`src/rtl/trace_pkg.sv`:
```
`default_nettype none
// ============================================================================
// Module   : trace_pkg
// Brief    : Shared types for the retired-instruction trace recorder.
// Revision : 1.0 - initial release
// ============================================================================
package trace_pkg;

    typedef enum logic [1:0] {
        EMPTY = 2'd0,
        BEAT0 = 2'd1,
        BEAT1 = 2'd2,
        BEAT2 = 2'd3
    } rd_state_t;

    typedef struct packed {
        logic [31:0] pc;
        logic [31:0] instr;
        logic [31:0] result;
    } trace_entry_t;

    localparam int TRACE_BEATS = 3;

    // Field of an entry presented on the stream for a given read state.
    function automatic logic [31:0] beat_word(input trace_entry_t e, input rd_state_t s);
        case (s)
            BEAT0:   return e.pc;
            BEAT1:   return e.instr;
            BEAT2:   return e.result;
            default: return 32'h0;
        endcase
    endfunction

endpackage
`default_nettype wire

```
`src/rtl/trace_capture_if.sv`:
```
`default_nettype none
// ============================================================================
// Module   : trace_capture_if
// Brief    : Capture bus from the core plus the host read stream.
//            master = core/host side, slave = trace recorder.
// Revision : 1.0 - initial release
// ============================================================================
interface trace_capture_if;
    logic        cap_valid;
    logic [31:0] cap_pc;
    logic [31:0] cap_instr;
    logic [31:0] cap_result;
    logic        host_ready;
    logic        host_valid;
    logic [31:0] host_data;
    logic        host_last;

    modport master (
        output cap_valid, cap_pc, cap_instr, cap_result, host_ready,
        input  host_valid, host_data, host_last
    );

    modport slave (
        input  cap_valid, cap_pc, cap_instr, cap_result, host_ready,
        output host_valid, host_data, host_last
    );
endinterface
`default_nettype wire

```
`src/rtl/trace_fifo.sv`:
```
`default_nettype none
// ============================================================================
// Module   : trace_fifo
// Brief    : Entry storage with head/tail pointers and occupancy count.
//            A push while full is accepted only if a pop frees a slot in
//            the same edge.
// Revision : 1.0 - initial release
// ============================================================================
module trace_fifo
    import trace_pkg::*;
#(
    parameter  int DEPTH = 16,
    localparam int AW    = $clog2(DEPTH)
) (
    input  wire logic         clk,
    input  wire logic         rst,
    input  wire logic         push,
    input  wire logic         pop,
    input  wire trace_entry_t wr_entry,
    output trace_entry_t      head_entry,
    output logic [AW:0]       count,
    output logic              empty,
    output logic              push_ok
);

    localparam logic [AW:0] FULL_COUNT = (AW + 1)'(DEPTH);

    trace_entry_t    mem [DEPTH];
    logic [AW-1:0]   head;
    logic [AW-1:0]   tail;
    logic            full;
    logic            pop_ok;

    assign full       = (count == FULL_COUNT);
    assign empty      = (count == '0);
    assign pop_ok     = pop & ~empty;
    assign push_ok    = push & (~full | pop_ok);
    assign head_entry = mem[head];

    // Entry storage; contents need no reset.
    always_ff @(posedge clk) begin
        if (push_ok) begin
            mem[tail] <= wr_entry;
        end
    end

    // Pointers and occupancy; pointers wrap naturally at DEPTH.
    always_ff @(posedge clk or negedge rst) begin
        if (!rst) begin
            head  <= '0;
            tail  <= '0;
            count <= '0;
        end else begin
            if (push_ok) tail <= tail + AW'(1);
            if (pop_ok)  head <= head + AW'(1);
            case ({push_ok, pop_ok})
                2'b10:   count <= count + (AW + 1)'(1);
                2'b01:   count <= count - (AW + 1)'(1);
                default: count <= count;
            endcase
        end
    end

endmodule
`default_nettype wire

```
`src/rtl/trace_capture.sv`:
```
`default_nettype none
// ============================================================================
// Module   : trace_capture
// Brief    : Retired-instruction trace recorder. Buffers {pc, instr, result}
//            entries and streams them to a host as three 32-bit beats.
// Revision : 1.0 - initial release
// ============================================================================
module trace_capture
    import trace_pkg::*;
#(
    parameter  int DEPTH = 16,
    localparam int AW    = $clog2(DEPTH)
) (
    input  wire logic        clk,
    input  wire logic        rst,
    input  wire logic        en,
    input  wire logic        clr_ovf,
    trace_capture_if.slave   bus,
    output logic [AW:0]      count,
    output logic             overflow
);

    rd_state_t    state;
    rd_state_t    state_nxt;
    trace_entry_t head_entry;
    trace_entry_t wr_entry;
    logic         cap_req;
    logic         push_ok;
    logic         fifo_empty;
    logic         pop;

    assign cap_req  = en & bus.cap_valid;
    assign wr_entry = '{pc: bus.cap_pc, instr: bus.cap_instr, result: bus.cap_result};
    assign pop      = (state == BEAT2) & bus.host_ready;

    trace_fifo #(.DEPTH(DEPTH)) u_fifo (
        .clk        (clk),
        .rst        (rst),
        .push       (cap_req),
        .pop        (pop),
        .wr_entry   (wr_entry),
        .head_entry (head_entry),
        .count      (count),
        .empty      (fifo_empty),
        .push_ok    (push_ok)
    );

    // Sticky drop flag; a drop in the same cycle as a clear wins.
    always_ff @(posedge clk or negedge rst) begin
        if (!rst) begin
            overflow <= 1'b0;
        end else if (cap_req & ~push_ok) begin
            overflow <= 1'b1;
        end else if (clr_ovf) begin
            overflow <= 1'b0;
        end
    end

    // Read FSM state register.
    always_ff @(posedge clk or negedge rst) begin
        if (!rst) begin
            state <= EMPTY;
        end else begin
            state <= state_nxt;
        end
    end

    // Read FSM next state and beat outputs. Leaving EMPTY on the push itself
    // gives the one-cycle push-to-valid latency.
    always_comb begin
        state_nxt      = state;
        bus.host_valid = 1'b0;
        bus.host_last  = 1'b0;
        bus.host_data  = beat_word(head_entry, state);
        case (state)
            EMPTY: begin
                if (!fifo_empty || push_ok) state_nxt = BEAT0;
            end
            BEAT0: begin
                bus.host_valid = 1'b1;
                if (bus.host_ready) state_nxt = BEAT1;
            end
            BEAT1: begin
                bus.host_valid = 1'b1;
                if (bus.host_ready) state_nxt = BEAT2;
            end
            BEAT2: begin
                bus.host_valid = 1'b1;
                bus.host_last  = 1'b1;
                if (bus.host_ready) begin
                    state_nxt = (count > (AW + 1)'(1) || push_ok) ? BEAT0 : EMPTY;
                end
            end
            default: state_nxt = EMPTY;
        endcase
    end

endmodule
`default_nettype wire

```
`src/flat_wrapper.sv`:
```
// flat-port wrapper written by rule: the top's interface ports become plain ports
module trace_capture_flat import trace_pkg::*;
#(
    parameter  int DEPTH = 16,
    localparam int AW    = $clog2(DEPTH)
)
  (clk, rst, en, clr_ovf, count, overflow, bus_cap_valid, bus_cap_pc, bus_cap_instr, bus_cap_result, bus_host_ready, bus_host_valid, bus_host_data, bus_host_last);
  trace_capture_if bus_i ();
  input  wire logic clk;
  input  wire logic rst;
  input  wire logic en;
  input  wire logic clr_ovf;
  output logic [AW:0] count;
  output logic overflow;
  input wire logic [$bits(bus_i.cap_valid)-1:0] bus_cap_valid;
  input wire logic [$bits(bus_i.cap_pc)-1:0] bus_cap_pc;
  input wire logic [$bits(bus_i.cap_instr)-1:0] bus_cap_instr;
  input wire logic [$bits(bus_i.cap_result)-1:0] bus_cap_result;
  input wire logic [$bits(bus_i.host_ready)-1:0] bus_host_ready;
  output wire logic [$bits(bus_i.host_valid)-1:0] bus_host_valid;
  output wire logic [$bits(bus_i.host_data)-1:0] bus_host_data;
  output wire logic [$bits(bus_i.host_last)-1:0] bus_host_last;
  assign bus_i.cap_valid = bus_cap_valid;
  assign bus_i.cap_pc = bus_cap_pc;
  assign bus_i.cap_instr = bus_cap_instr;
  assign bus_i.cap_result = bus_cap_result;
  assign bus_i.host_ready = bus_host_ready;
  assign bus_host_valid = bus_i.host_valid;
  assign bus_host_data = bus_i.host_data;
  assign bus_host_last = bus_i.host_last;
  trace_capture #(.DEPTH(DEPTH)) u_core (.clk(clk), .rst(rst), .en(en), .clr_ovf(clr_ovf), .bus(bus_i), .count(count), .overflow(overflow));
endmodule
```
`config.mk`:
```
export PLATFORM = sky130hd
export DESIGN_NAME = trace_capture_flat
export DESIGN_NICKNAME = d
export VERILOG_FILES = /design/src/rtl/trace_pkg.sv /design/src/rtl/trace_capture_if.sv /design/src/rtl/trace_fifo.sv /design/src/rtl/trace_capture.sv /design/src/flat_wrapper.sv
export SDC_FILE = /design/constraint.sdc
export NUM_CORES = 2
export LEC_CHECK = 0
export CORE_ASPECT_RATIO = 1.5
export CORE_UTILIZATION = 29
export DETAILED_ROUTE_END_ITERATION = 7
export PLACE_DENSITY_LB_ADDON = 0.25
export SYNTH_ARGS = -nofsm -noshare
export SYNTH_HDL_FRONTEND = slang
export SYNTH_SLANG_ARGS = --single-unit
```
`constraint.sdc`:
```
create_clock -name clk -period 7.3 [get_ports clk]
set_input_delay 1.095 -clock clk [delete_from_list [all_inputs] [get_ports clk]]
set_output_delay 1.095 -clock clk [all_outputs]
set_load 0.1 [all_outputs]
```
==> flow_metrics.py <==
metrics = {
    "run_status": {
        "status": "complete, no violations",
    },
    "synth": {
        "yosysMostFrequentCell": "edfxtp_1",
        "ys_types": 55,
        "synth_edf_count": 1536,
        "seq_area_frac_synth": 0.766,
        "synth_area_um2": 60800,
        "synth_nets": 3172,
        "synth-main-ff-cell": "edfxtp_1",
        "avgSynthCellArea_um2": 19.9,
        "yosys-top-cells-count": "1536 x edfxtp_1, 513 x mux2i_1, 182 x a22oi_1",
        "synthCells": 3055,
        "synth_top_area_cell": "edfxtp_1",
        "synth.ff_latch_count": 1552,
        "synthArstFlopShare": 0.0103,
        "synth_area_leaders": "edfxtp_1 76%, mux2i_1 8.5%, mux4_2 4.7%, a22oi_1 2.2%, a221oi_1 0.68%",
        "ys_warn_count": 0,
        "synth_top_area_share": 0.759,
    },
    "cts": {
        "cts_root_buffer": "clkbuf_16",
        "cts_made_buffers": 159,
        "cts_tree": "built",
        "cts_buffer_depth": 4,
        "clkSinkCount": 1552,
        "cts_resized": 0,
        "cts_hold_buf": 0,
        "post_cts_buffers": 0,
        "htreeDepth": 4,
        "clkLatencyLatePin_ns": 0.81,
        "clkTransAtPathRegs_ns": 0.06,
    },
    "power": {
        "combinationalPowerShare": 0.341,
        "switching_share": 0.361,
        "clkPwrFrac": 0.274,
        "power.net_switching_uw": 10000,
        "power.leakage_uw": 0.0226,
        "p_seq_frac": 0.385,
        "vdd_drop_max_uv": 519,
        "p_int_uw": 17700,
        "powerDensity_nw_per_um2": 395,
    },
    "route": {
        "drtIter0Drc": 2402,
        "drtPass1Iterations": 7,
        "viasPerCell": 4.88,
        "wirelength_mm": 166,
        "postRouteAntennaNets": 0,
        "remaining_drc_errors": 0,
        "wl_per_cell_um": 27.0,
        "vias": 30000,
    },
    "finish": {
        "nNetsFinal": 3364,
        "fin_util": 0.337,
        "drive_gt1_frac": 0.137,
        "regArea_um2": 46500,
        "multi_input_area_um2": 13000,
        "nFillCells": 19600,
        "synthToLayoutAreaGrowth_pct": 15.4,
    },
    "sta": {
        "min_period_ns": 6.31,
        "hold_viol": 0,
        "slew_headroom": 0.234,
        "slew_viol_final": 0,
        "post-route-period-util": 0.865,
        "worst-slew-pin-transition_ns": 1.15,
        "skew_ns": 0.0589,
        "fin_tns_setup_ns": 0,
        "grt_setup_unrepaired": "false",
        "finalSetupViolCount": 0,
        "max_clock_freq_ghz": 0.158,
    },
    "placement": {
        "numPortBuffers": 141,
        "gp_congestion": 0.723,
        "hpwl_mm": 90.3,
    },
    "setup_path": {
        "cp-start-kind": "register",
        "crit_type": "register to primary output",
        "arrival_ns": 5.22,
        "cp.buffers_inverters": 3,
        "cpPeakStageDelay_ns": 1.21,
        "crit_chain": "inv_1 > ha_1 > nor2b_4 > buf_4 > nand3_1 > nand4_1 > o21a_1 > clkdlybuf4s50_1",
        "slowest_stage": "clkdlybuf4s50_1",
        "critPathRequiredTime_ns": 6.20,
        "critPathMaxFanout": 18,
        "path_delay_family": "buffers and inverters",
        "endpoint_kind": "primary output",
    },
    "die": {
        "io_pins": 142,
        "die_area_um2": 211000,
        "row_count": 205,
        "core_um2": 208000,
        "die_x_um": 376,
        "die_h_um": 563,
        "start_util": 0.292,
    },
    "worst_hold_path": {
        "hold_path_class": "register to register",
    },
    "global_routing": {
        "antenna_found_initial": 36,
        "grt_overflow": 0,
        "grt.total_usage": 0.155,
        "grt_pass1_wl_mm": 236,
        "grt_pass1_vias": 31500,
        "grt_max_degree": 111,
    },
    "job": {
        "drv_cap": 0,
    },
}
cells in the final DEF (no fill, tap or decap), types with 15 or more instances in the layout:
| cell type | netlist | routed |
|---|---|---|
| clkinv_1 | 1 | 34 |
| buf_4 | 13 | 46 |
| a41oi_1 | 15 | 15 |
| mux2i_1 | 513 | 513 |
| clkbuf_16 | 0 | 162 |
| nand2b_1 | 26 | 26 |
| clkbuf_1 | 71 | 38 |
| mux4_2 | 128 | 128 |
| a221oi_2 | 21 | 21 |
| nand2_1 | 30 | 30 |
| nand4_1 | 20 | 20 |
| nand3_1 | 64 | 64 |
| and3_1 | 22 | 18 |
| edfxtp_1 | 1536 | 1536 |
| a221oi_1 | 47 | 47 |
| clkinv_2 | 0 | 18 |
| buf_12 | 7 | 30 |
| clkdlybuf4s50_1 | 0 | 140 |
| a22o_1 | 25 | 25 |
| a22oi_1 | 182 | 182 |
| a31oi_1 | 32 | 32 |
cell type report:
cell class              count  area share
diodes                      6    0.000214
clock buffers             200      0.0599
clock inverters            66     0.00675
inverters                  11    0.000589
multi-input cells        1307       0.185
flip-flops and latches   1552       0.664
well taps                2794      0.0499
repair buffers            216      0.0335
per-stage QoR:
stage / std cells / setup slack (ns) / hold WS [ns] / instance area, um^2 / total power [uW]
floorplan: 3055 / 2.29 / 0.574 / 60800 / 17600
global placement: 5880 / 1.79 / 0.519 / 65400 / 20500
detailed placement: 5880 / 1.76 / 0.522 / 65400 / 20500
CTS: 6146 / 0.878 / 0.532 / 70100 / 28100
global route: 6149 / 0.820 / 0.560 / 70100 / 28800
finish: 6152 / 0.988 / 0.535 / 70100 / 27700
logic make-up (layout without fill, tap and decap cells):
logic type,after synthesis,in the layout,share of synthesized area
buffers and inverters,196,493,0.0222
adder cells (fa/ha/maj),15,15,0.00309
AO/OA/AOI/OAI,414,414,0.0547
XOR/XNOR,11,11,0.00159
other,0,6,0
AND/OR/NAND/NOR,221,221,0.0199
flip-flops,1552,1552,0.766
multiplexers,646,646,0.133
worst register-to-register path: cells and delay by family (launching register included):
kind / cells / cell delay, ns
adders and majority gates: 1 / 0.37
DFF: 1 / 0.45
buffers and inverters: 4 / 1.42
AOI/OAI and AO/OA: 1 / 0.29
and+or+nand+nor: 3 / 1.25
metal layers:
| metal | share of wire | GRT usage | wire length (um) |
|---|---|---|---|
| met3 | 0.045 | 0.0253 | 7530 |
| met2 | 0.51 | 0.272 | 84900 |
| met4 | 0.023 | 0.0411 | 3760 |
| met5 | 0.0012 | 0 | 207 |
| met1 | 0.42 | 0.197 | 70000 |
power by group through the flow:
stage / Combinational (uW) / Clock, uW / Sequential [uW]
after floorplan: 6870 / 0 / 10700
after global placement: 9630 / 0 / 10800
after detailed placement: 9630 / 0 / 10900
after CTS: 9640 / 7790 / 10700
after global routing: 9970 / 8080 / 10700
final: 9460 / 7590 / 10700
registers in the layout, indices dropped and copies added (netlist names):
| signal | cells |
|---|---|
| u_core.u_fifo.tail | 4 |
| u_core.u_fifo.head | 4 |
| u_core.u_fifo.count | 5 |
| u_core.u_fifo.mem | 1536 |
| u_core.state | 2 |
| u_core.overflow | 1 |
path summary, 6_finish.rpt:
path,from,to,slack (ns),depth (start not counted)
worst max-delay path,u_core.state[1]$_DFFE_PN0P_,bus_host_data[9],0.99,8
worst min-delay path,u_core.overflow$_DFFE_PN0P_,u_core.overflow$_DFFE_PN0P_,0.53,2
worst max register to register,u_core.state[0]$_DFFE_PN0P_,u_core.u_fifo.mem[1][40]$_DFFE_PP_,3.10,9
worst min register to register,u_core.overflow$_DFFE_PN0P_,u_core.overflow$_DFFE_PN0P_,0.53,2
max in group asynchronous,rst,u_core.u_fifo.head[3]$_DFFE_PN0P_,5.74,1
min in group asynchronous,rst,u_core.u_fifo.count[0]$_DFFE_PN0P_,0.81,1
No activity file was read; power rests on OpenSTA's default activity.
